File: config.mk
export PLATFORM = sky130hd
export DESIGN_NAME = pair_exit_arbiter_flat
export DESIGN_NICKNAME = d
export VERILOG_FILES = /design/src/rtl/pair_exit_arbiter_if.sv /design/src/rtl/pair_exit_arbiter.sv /design/src/flat_wrapper.sv
export SDC_FILE = /design/constraint.sdc
export NUM_CORES = 1
export LEC_CHECK = 0
export ABC_AREA = 1
export CAP_MARGIN = 20
export CORE_AREA = 2 2 392 394
export CTS_BUF_LIST = sky130_fd_sc_hd__clkbuf_16
export DETAILED_ROUTE_END_ITERATION = 8
export DIE_AREA = 0 0 394 396
export HOLD_SLACK_MARGIN = 0.02
export PLACE_DENSITY = 0.3
export SLEW_MARGIN = 20
export SYNTH_ARGS = -nofsm -noshare
export SYNTH_HDL_FRONTEND = slang
export SYNTH_SLANG_ARGS = --single-unit
export TNS_END_PERCENT = 1
File: constraint.sdc
create_clock -name clk -period 1.9 [get_ports clk]
set_clock_uncertainty 0.1 [all_clocks]
set_input_delay 0.38 -clock clk [delete_from_list [all_inputs] [get_ports clk]]
set_output_delay 0.38 -clock clk [all_outputs]
set_load 0.02 [all_outputs]
File: src/rtl/pair_exit_arbiter_if.sv
// rtl/pair_exit_arbiter_if.sv - exit FIFO side and host readout side of the pair exit arbiter
interface pair_exit_arbiter_if #(
  parameter int NUM_SRC = 4,
  parameter int DATA_W  = 192
);
  logic [NUM_SRC-1:0]        src_empty;
  logic [NUM_SRC*DATA_W-1:0] src_data;
  logic [NUM_SRC-1:0]        src_rd;
  logic [DATA_W-1:0]         out_data;
  logic [3:0]                out_src;
  logic                      out_valid;
  logic                      out_ready;

  // master = the arbiter; slave = FIFOs plus host readout
  modport master (
    input  src_empty, src_data, out_ready,
    output src_rd, out_data, out_src, out_valid
  );

  modport slave (
    output src_empty, src_data, out_ready,
    input  src_rd, out_data, out_src, out_valid
  );
endinterface

File: src/rtl/pair_exit_arbiter.sv
// rtl/pair_exit_arbiter.sv - round-robin drain of pair exit FIFOs, one record per slot frame
module pair_exit_arbiter #(
  parameter int NUM_SRC     = 4,
  parameter int DATA_W      = 192,
  parameter int SLOT_PERIOD = 16,
  parameter int READ_SLOT   = 15
) (
  input  logic                clk,
  input  logic                reset,
  input  logic                enable,
  pair_exit_arbiter_if.master bus,
  output logic                idle,
  output logic [31:0]         xfer_count
);
  localparam int PH_W = (SLOT_PERIOD > 1) ? $clog2(SLOT_PERIOD) : 1;
  localparam logic [PH_W-1:0] PH_LAST   = PH_W'(SLOT_PERIOD - 1);
  // grant is decided one cycle early so the registered strobe lands on READ_SLOT
  localparam logic [PH_W-1:0] PH_DECIDE = PH_W'((READ_SLOT + SLOT_PERIOD - 1) % SLOT_PERIOD);

  typedef enum logic [1:0] {S_IDLE, S_READ, S_CAPTURE, S_HOLD} state_t;

  state_t               state, state_n;
  logic [PH_W-1:0]      phase;
  logic [3:0]           rr_ptr, rr_ptr_n;
  logic [3:0]           grant, grant_n;
  logic [NUM_SRC-1:0]   src_rd_r, src_rd_n;
  logic [DATA_W-1:0]    out_data_r, out_data_n;
  logic [3:0]           out_src_r, out_src_n;
  logic                 out_valid_r, out_valid_n;
  logic [31:0]          xfer_r, xfer_n;
  logic                 found;
  logic [3:0]           pick;

  always_ff @(posedge clk) begin
    if (reset) begin
      state       <= S_IDLE;
      phase       <= PH_LAST;
      rr_ptr      <= '0;
      grant       <= '0;
      src_rd_r    <= '0;
      out_data_r  <= '0;
      out_src_r   <= '0;
      out_valid_r <= 1'b0;
      xfer_r      <= '0;
    end else begin
      state       <= state_n;
      phase       <= (phase == PH_LAST) ? '0 : phase + 1'b1;
      rr_ptr      <= rr_ptr_n;
      grant       <= grant_n;
      src_rd_r    <= src_rd_n;
      out_data_r  <= out_data_n;
      out_src_r   <= out_src_n;
      out_valid_r <= out_valid_n;
      xfer_r      <= xfer_n;
    end
  end

  // first non-empty source at or after rr_ptr, wrapping
  always_comb begin
    found = 1'b0;
    pick  = rr_ptr;
    for (int k = 0; k < NUM_SRC; k++) begin
      if (!found && !bus.src_empty[(int'(rr_ptr) + k) % NUM_SRC]) begin
        found = 1'b1;
        pick  = 4'((int'(rr_ptr) + k) % NUM_SRC);
      end
    end
  end

  always_comb begin
    state_n     = state;
    rr_ptr_n    = rr_ptr;
    grant_n     = grant;
    src_rd_n    = '0;
    out_data_n  = out_data_r;
    out_src_n   = out_src_r;
    out_valid_n = out_valid_r;
    xfer_n      = xfer_r;
    case (state)
      S_IDLE: begin
        if (phase == PH_DECIDE && enable && found) begin
          src_rd_n = NUM_SRC'(1) << pick;
          grant_n  = pick;
          state_n  = S_READ;
        end
      end
      S_READ: begin
        rr_ptr_n = 4'((int'(grant) + 1) % NUM_SRC);
        state_n  = S_CAPTURE;
      end
      S_CAPTURE: begin
        // FIFO dout reflects the pop one cycle after the strobe
        out_data_n  = bus.src_data[int'(grant) * DATA_W +: DATA_W];
        out_src_n   = grant;
        out_valid_n = 1'b1;
        state_n     = S_HOLD;
      end
      S_HOLD: begin
        if (bus.out_ready) begin
          out_valid_n = 1'b0;
          xfer_n      = xfer_r + 32'd1;
          state_n     = S_IDLE;
        end
      end
      default: state_n = S_IDLE;
    endcase
  end

  assign bus.src_rd    = src_rd_r;
  assign bus.out_data  = out_data_r;
  assign bus.out_src   = out_src_r;
  assign bus.out_valid = out_valid_r;
  assign idle          = (state == S_IDLE);
  assign xfer_count    = xfer_r;
endmodule

File: src/flat_wrapper.sv
// flat-port wrapper written by rule: the top's interface ports become plain ports
module pair_exit_arbiter_flat 
#(
  parameter int NUM_SRC     = 4,
  parameter int DATA_W      = 192,
  parameter int SLOT_PERIOD = 16,
  parameter int READ_SLOT   = 15
)
  (clk, reset, enable, idle, xfer_count, bus_src_empty, bus_src_data, bus_out_ready, bus_src_rd, bus_out_data, bus_out_src, bus_out_valid);
  pair_exit_arbiter_if #(.NUM_SRC(NUM_SRC), .DATA_W(DATA_W)) bus_i ();
  input  logic clk;
  input  logic reset;
  input  logic enable;
  output logic idle;
  output logic [31:0] xfer_count;
  input wire logic [$bits(bus_i.src_empty)-1:0] bus_src_empty;
  input wire logic [$bits(bus_i.src_data)-1:0] bus_src_data;
  input wire logic [$bits(bus_i.out_ready)-1:0] bus_out_ready;
  output wire logic [$bits(bus_i.src_rd)-1:0] bus_src_rd;
  output wire logic [$bits(bus_i.out_data)-1:0] bus_out_data;
  output wire logic [$bits(bus_i.out_src)-1:0] bus_out_src;
  output wire logic [$bits(bus_i.out_valid)-1:0] bus_out_valid;
  assign bus_i.src_empty = bus_src_empty;
  assign bus_i.src_data = bus_src_data;
  assign bus_i.out_ready = bus_out_ready;
  assign bus_src_rd = bus_i.src_rd;
  assign bus_out_data = bus_i.out_data;
  assign bus_out_src = bus_i.out_src;
  assign bus_out_valid = bus_i.out_valid;
  pair_exit_arbiter #(.NUM_SRC(NUM_SRC), .DATA_W(DATA_W), .SLOT_PERIOD(SLOT_PERIOD), .READ_SLOT(READ_SLOT)) u_core (.clk(clk), .reset(reset), .enable(enable), .bus(bus_i), .idle(idle), .xfer_count(xfer_count));
endmodule
* Word-level counts from Yosys, hierarchy flattened
Index checks and enable logic that the tools add are counted.
Cells by class: multiplexer cells 25, add/sub/neg operators 6, reductions and logical operators 21, bitwise operators 6, eq/ne operators 7, multiply operators 1, order comparisons 4, shifts and indexed selects 2
Operator list (number):
- $shiftx A768 B32 Y192 | 1
- $add A32 B1 Y32 const B | 1
- $mux W4 | 5
- $lt A3 B4 Y1 const B | 3
- $mux W1 | 12
- $bmux W1 S2 | 4
- $eq A4 B4 Y1 const B | 2
- $pmux W2 S4 | 1
- $reduce_and A2 Y1 | 4
- $reduce_or A2 Y1 | 4
- $mul A4 B2 Y6 const B | 1
- $logic_and A1 B1 Y1 | 5
- $logic_not A1 Y1 | 5
- $add A2 B1 Y2 const B | 2
- $add A2 B2 Y2 const B | 2
- $add A4 B1 Y4 const B | 1
- $and A1 B1 Y1 const A | 4
- $eq A2 B2 Y1 const B | 2
- $mux W2 | 2
- $shl A1 B4 Y4 const A | 1
- $lt A2 B3 Y1 const B | 1
- $reduce_or A3 Y1 | 1
- $eq A2 B1 Y1 const B | 1
- $logic_not A2 Y1 | 1
- other kinds (5) | 6
Storage, ports and cells: register bits 246, input bits 776, logic and storage cells 81

* Logic depth before layout (Yosys ltp)
depth in word-level cells 18, mapped depth 14, gate-level depth less buffers 13

* Least setup slack after synthesis
OpenSTA, ideal clock, no wires.
kind flip-flop to flip-flop, from register u_core.xfer_r[0] (netlist: u_core.xfer_count[0]), to register u_core.xfer_r[28] (netlist: u_core.xfer_count[28]), path buffers 0, slack 0.044 ns, required time 1.690 ns, arrival time 1.647 ns, stages on the path, launching flop included 13, cells stage by stage dfxtp_1 > ha_1 > nand3_1 > nor2_2 > nand2_2 > nor2_4 > nand2_2 > nor2_4 > nand2_2 > nor2_1 > nand2_1 > nand2_1 > nor2_1
Between the ends: word-level cells in the longest chain between the ends 1
RTL lines:
- start, declared | RTL line pair_exit_arbiter.sv:30 | logic [31:0] xfer_r, xfer_n;
- start signal, assigned | RTL line pair_exit_arbiter.sv:54 | xfer_r <= xfer_n;
- $add A32 B1 Y32 | RTL line pair_exit_arbiter.sv:101 | xfer_n = xfer_r + 32'd1;
Every way passes these cells. A chain may end at the register's enable or synchronous reset.

* Worst setup path after layout
from register u_core.state[0], to output port idle
Between the ends: word-level cells in the longest chain between the ends 1
RTL lines:
- start, declared | RTL line pair_exit_arbiter.sv:22 | state_t state, state_n;
- start signal, assigned | RTL line pair_exit_arbiter.sv:46 | state <= state_n;
- $logic_not A2 Y1 | RTL line pair_exit_arbiter.sv:113 | assign idle = (state == S_IDLE);
- end, declared | RTL line flat_wrapper.sv:14 | output logic idle;
Every way passes these cells.

==> reports/results.txt <==
outcome -> finished with violations
failing checks -> negative setup slack
initial drt markers -> 1,244
Worst Hold Launch -> reset
most frequent cells in the layout -> nor2_1 (809), clkdlybuf4s50_1 (774), o21ai_0 (511), inv_1 (247), dfxtp_1 (232)
Reg clk slew, reported paths -> 0.05 ns
final critical-path share of the clock period -> 1.04
largest net degree at the start of global routing -> 66
first-pass GRT wire length -> 183 mm
mux contribution to synthesized area -> 0
area growth from synthesis to final layout -> 99.0%
Net Switching -> 13.4 mW
CP peak stage delay -> 0.34 ns
cell repeated most along the worst path -> buf_6
Cells after DPL -> 5,570
sequential share of power -> 0.244
final cell count without fillers -> 5,683
Initial Util -> 0.100
Fin. Hold Viols -> 0
simple-gate share of the synthesized area -> 0.272
Worst-Margin Slew -> 0.560 ns
WS Path Type -> reg2out
minimum clock period -> 1.97 ns
initial antenna violation count -> 95
Slew headroom -> 0.623
Hold Worst Slack -> 0.291 ns
Avg Cell Area, Syn -> 5.98 um^2
Post-DP HPWL -> 113 mm
CP startpoint -> u_core.state[0]
register bit total from synthesis -> 241
DR vias/cell -> 3.74
Hold Crit Depth -> 4
IO buf count -> 1,007
Synth Area in Compound Gates -> 0.280
Crit Path Max Fanout -> 3
YS warnings -> 0
drt pass-1 iters -> 7
commonest non-fill, non-tap cell in the layout -> nor2_1
CP cell instances -> buf_6 -> clkinvlp_4 -> ha_4 -> buf_6
signal arrival time at the worst endpoint -> 1.49 ns
Remaining DRCs -> 0
via count -> 21,200
Max VDD drop -> 0.000488 V
Worst R2R Start -> u_core.grant[0]
row cnt -> 143
minimum setup slack among reg-to-reg paths -> 0.01 ns
layout cells sized above 1 -> 0.101
chip height -> 396 um
area used by multi-input combinational logic -> 8640 um^2
total global routing overflow -> 0
gr usage total -> 0.169
R2R depth -> 7
register area -> 4840 um^2
startpoint type of the worst setup path -> register
Yosys cell types -> 36
PD cells -> 1000 nW/um^2
drt wl/cell -> 24.1 um
fillers -> 17,300
clock sinks -> 241
vias in the first global route -> 21,800
Comb pwr share -> 0.519
Critical R2R Capture -> u_core.bus.out_data[41]
final setup vio count -> 1
clock buffer count from CTS -> 40
Post-Syn Area -> 15,200 um^2
routed wire length -> 137 mm
CTS tree -> built
Required @ worst endpoint -> 1.42 ns
Cell Int Power -> 16.9 mW
final setup margin -> -0.0703 ns
Die Footprint -> 156,000 um^2
Worst Setup EP -> idle
htree depth -> 2
CTS max path bufs -> 3
Slowest cell on crit path -> dfxtp_2
sw frac -> 0.443
Placeable Area -> 152,000 um^2
clock group share of total power -> 0.237
f_max -> 508 MHz
leakage -> 13.3 nW
# hold bufs at CTS -> 0
unrepaired setup endpoints after global routing -> true
# IOs -> 1,010
crit path capture type -> output pin
Post-Syn Instances -> 2,539
Die X -> 394 um
CTS root buf -> clkbuf_16
adder-cell share of the synthesized area -> 0.00577
final count of pins violating max slew -> 0
Max Cap Violations -> 0
gpl congestion -> 0.932
hold crit path type -> in2reg
Antenna Nets Post-Route -> 0
final net count -> 4,368
largest family of logic cells by synthesized area -> compound AO/OA/AOI/OAI gates
Post-Synth XOR/XNOR Area -> 0.00519
clock latency on the worst-skew pair -> 0.59 ns
register area share after synthesis -> 0.318
## what timing repair did
item,in CTS,in global routing
resized for setup,323,38
endpoints found under the setup margin,223,124
pin swaps,0,1
setup buffers,0,3
endpoints found under the hold margin,0,0
gates cloned,0,0
## registers in the layout, summed over array words and instances, names as in the netlist
register	flops
u_core.bus.out_data	192
u_core.bus.out_valid	1
u_core.grant	2
u_core.rr_ptr	2
u_core.phase	4
u_core.bus.out_src	2
u_core.state	2
u_core.xfer_count	32
u_core.bus.src_rd	4
## critical path, delay by kind of cell (launching register included)
family | cells | cell delay [ns]
buffers and inverters | 3 | 0.36
DFF | 1 | 0.34
adders and majority gates | 1 | 0.20
## power groups by stage
stage	clock network (mW)	logic, mW	registers (mW)
detailed placement	0	16.6	7.51
finish	7.19	15.7	7.38
global placement	0	16.7	7.47
floorplan	0	5.88	9.08
global route	7.80	17.3	7.55
CTS	7.65	15.9	7.39
## worst min path at each step
stage	slack (ns)	end
floorplan	0.38	u_core.phase[0]
global placement	0.36	u_core.bus.out_data[136]
detailed placement	0.37	u_core.bus.out_data[162]
CTS	0.26	u_core.phase[2]
global route	0.31	u_core.phase[2]
finish	0.29	u_core.phase[2]
## routing by layer
layer | part of all wire | GRT usage
met5 | 0.0017 | 0
met4 | 0.034 | 0.0756
met3 | 0.084 | 0.0634
met2 | 0.49 | 0.289
met1 | 0.39 | 0.185
## metrics by stage
step                      total power, mW  cell area, um^2  utilization  setup TNS [ns]  worst slack (ns)
final                                30.3            30200        0.199         -0.0703           -0.0703
after global routing                 32.7            30200        0.199          -0.873            -0.152
after CTS                            31.0            30000        0.198          -0.243            -0.227
after detailed placement             24.1            28900        0.191           -4.72            -0.321
after global placement               24.2            28900        0.191           -4.70            -0.346
after floorplan                      15.0            15200            -               0            0.0437
## final cells by class
type | instances | area share
clock buffers | 40 | 0.0331
flip-flops and latches | 241 | 0.160
well taps | 2030 | 0.0841
clock inverters | 31 | 0.00737
multi-input cells | 1845 | 0.286
inverters | 252 | 0.0321
repair buffers | 1205 | 0.394
diodes | 39 | 0.00323
## synthesized netlist by cell type
cell type  count  area share
nand3_2        2      0.0013
nand2_1      130       0.032
nand3_1       51       0.017
o21ai_2        2      0.0012
buf_4          7      0.0035
nor2_8         2      0.0026
nor3_2         3      0.0020
nand2_2        6      0.0025
xnor2_1        2      0.0012
nor2_2         2     0.00082
inv_1        245       0.061
nor3_1         9      0.0030
o22ai_1      169       0.070
nand2_4        2      0.0015
nor3b_1        1     0.00049
nor4_1         1     0.00041
or2_2          1     0.00041
dfxtp_1      241        0.32
o21ai_1       48       0.016
nand4_1        5      0.0021
inv_2          7      0.0017
nor2_1       812        0.20
buf_2         47       0.015
nand3b_1       3      0.0015
o21ai_0      521        0.17
o211ai_1      24       0.012
buf_1          9      0.0022
nor2_4         4      0.0030
o21a_1         3      0.0015
conb_1         1     0.00025
clkbuf_1     137       0.034
nor3_4         1      0.0011
buf_6          2      0.0015
xor2_1         7      0.0040
a21oi_1       25      0.0082
ha_1           7      0.0058
## cell families (layout without fill, tap and decap cells)
family	count (synthesis)	after routing
AND/OR/NAND/NOR	1035	1035
AO/OA/AOI/OAI	792	792
buffers and inverters	454	1528
flip-flops	241	241
XOR/XNOR	9	9
adder cells (fa/ha/maj)	7	7
other	1	41
Note: power is estimated with default switching activity, not from simulation.
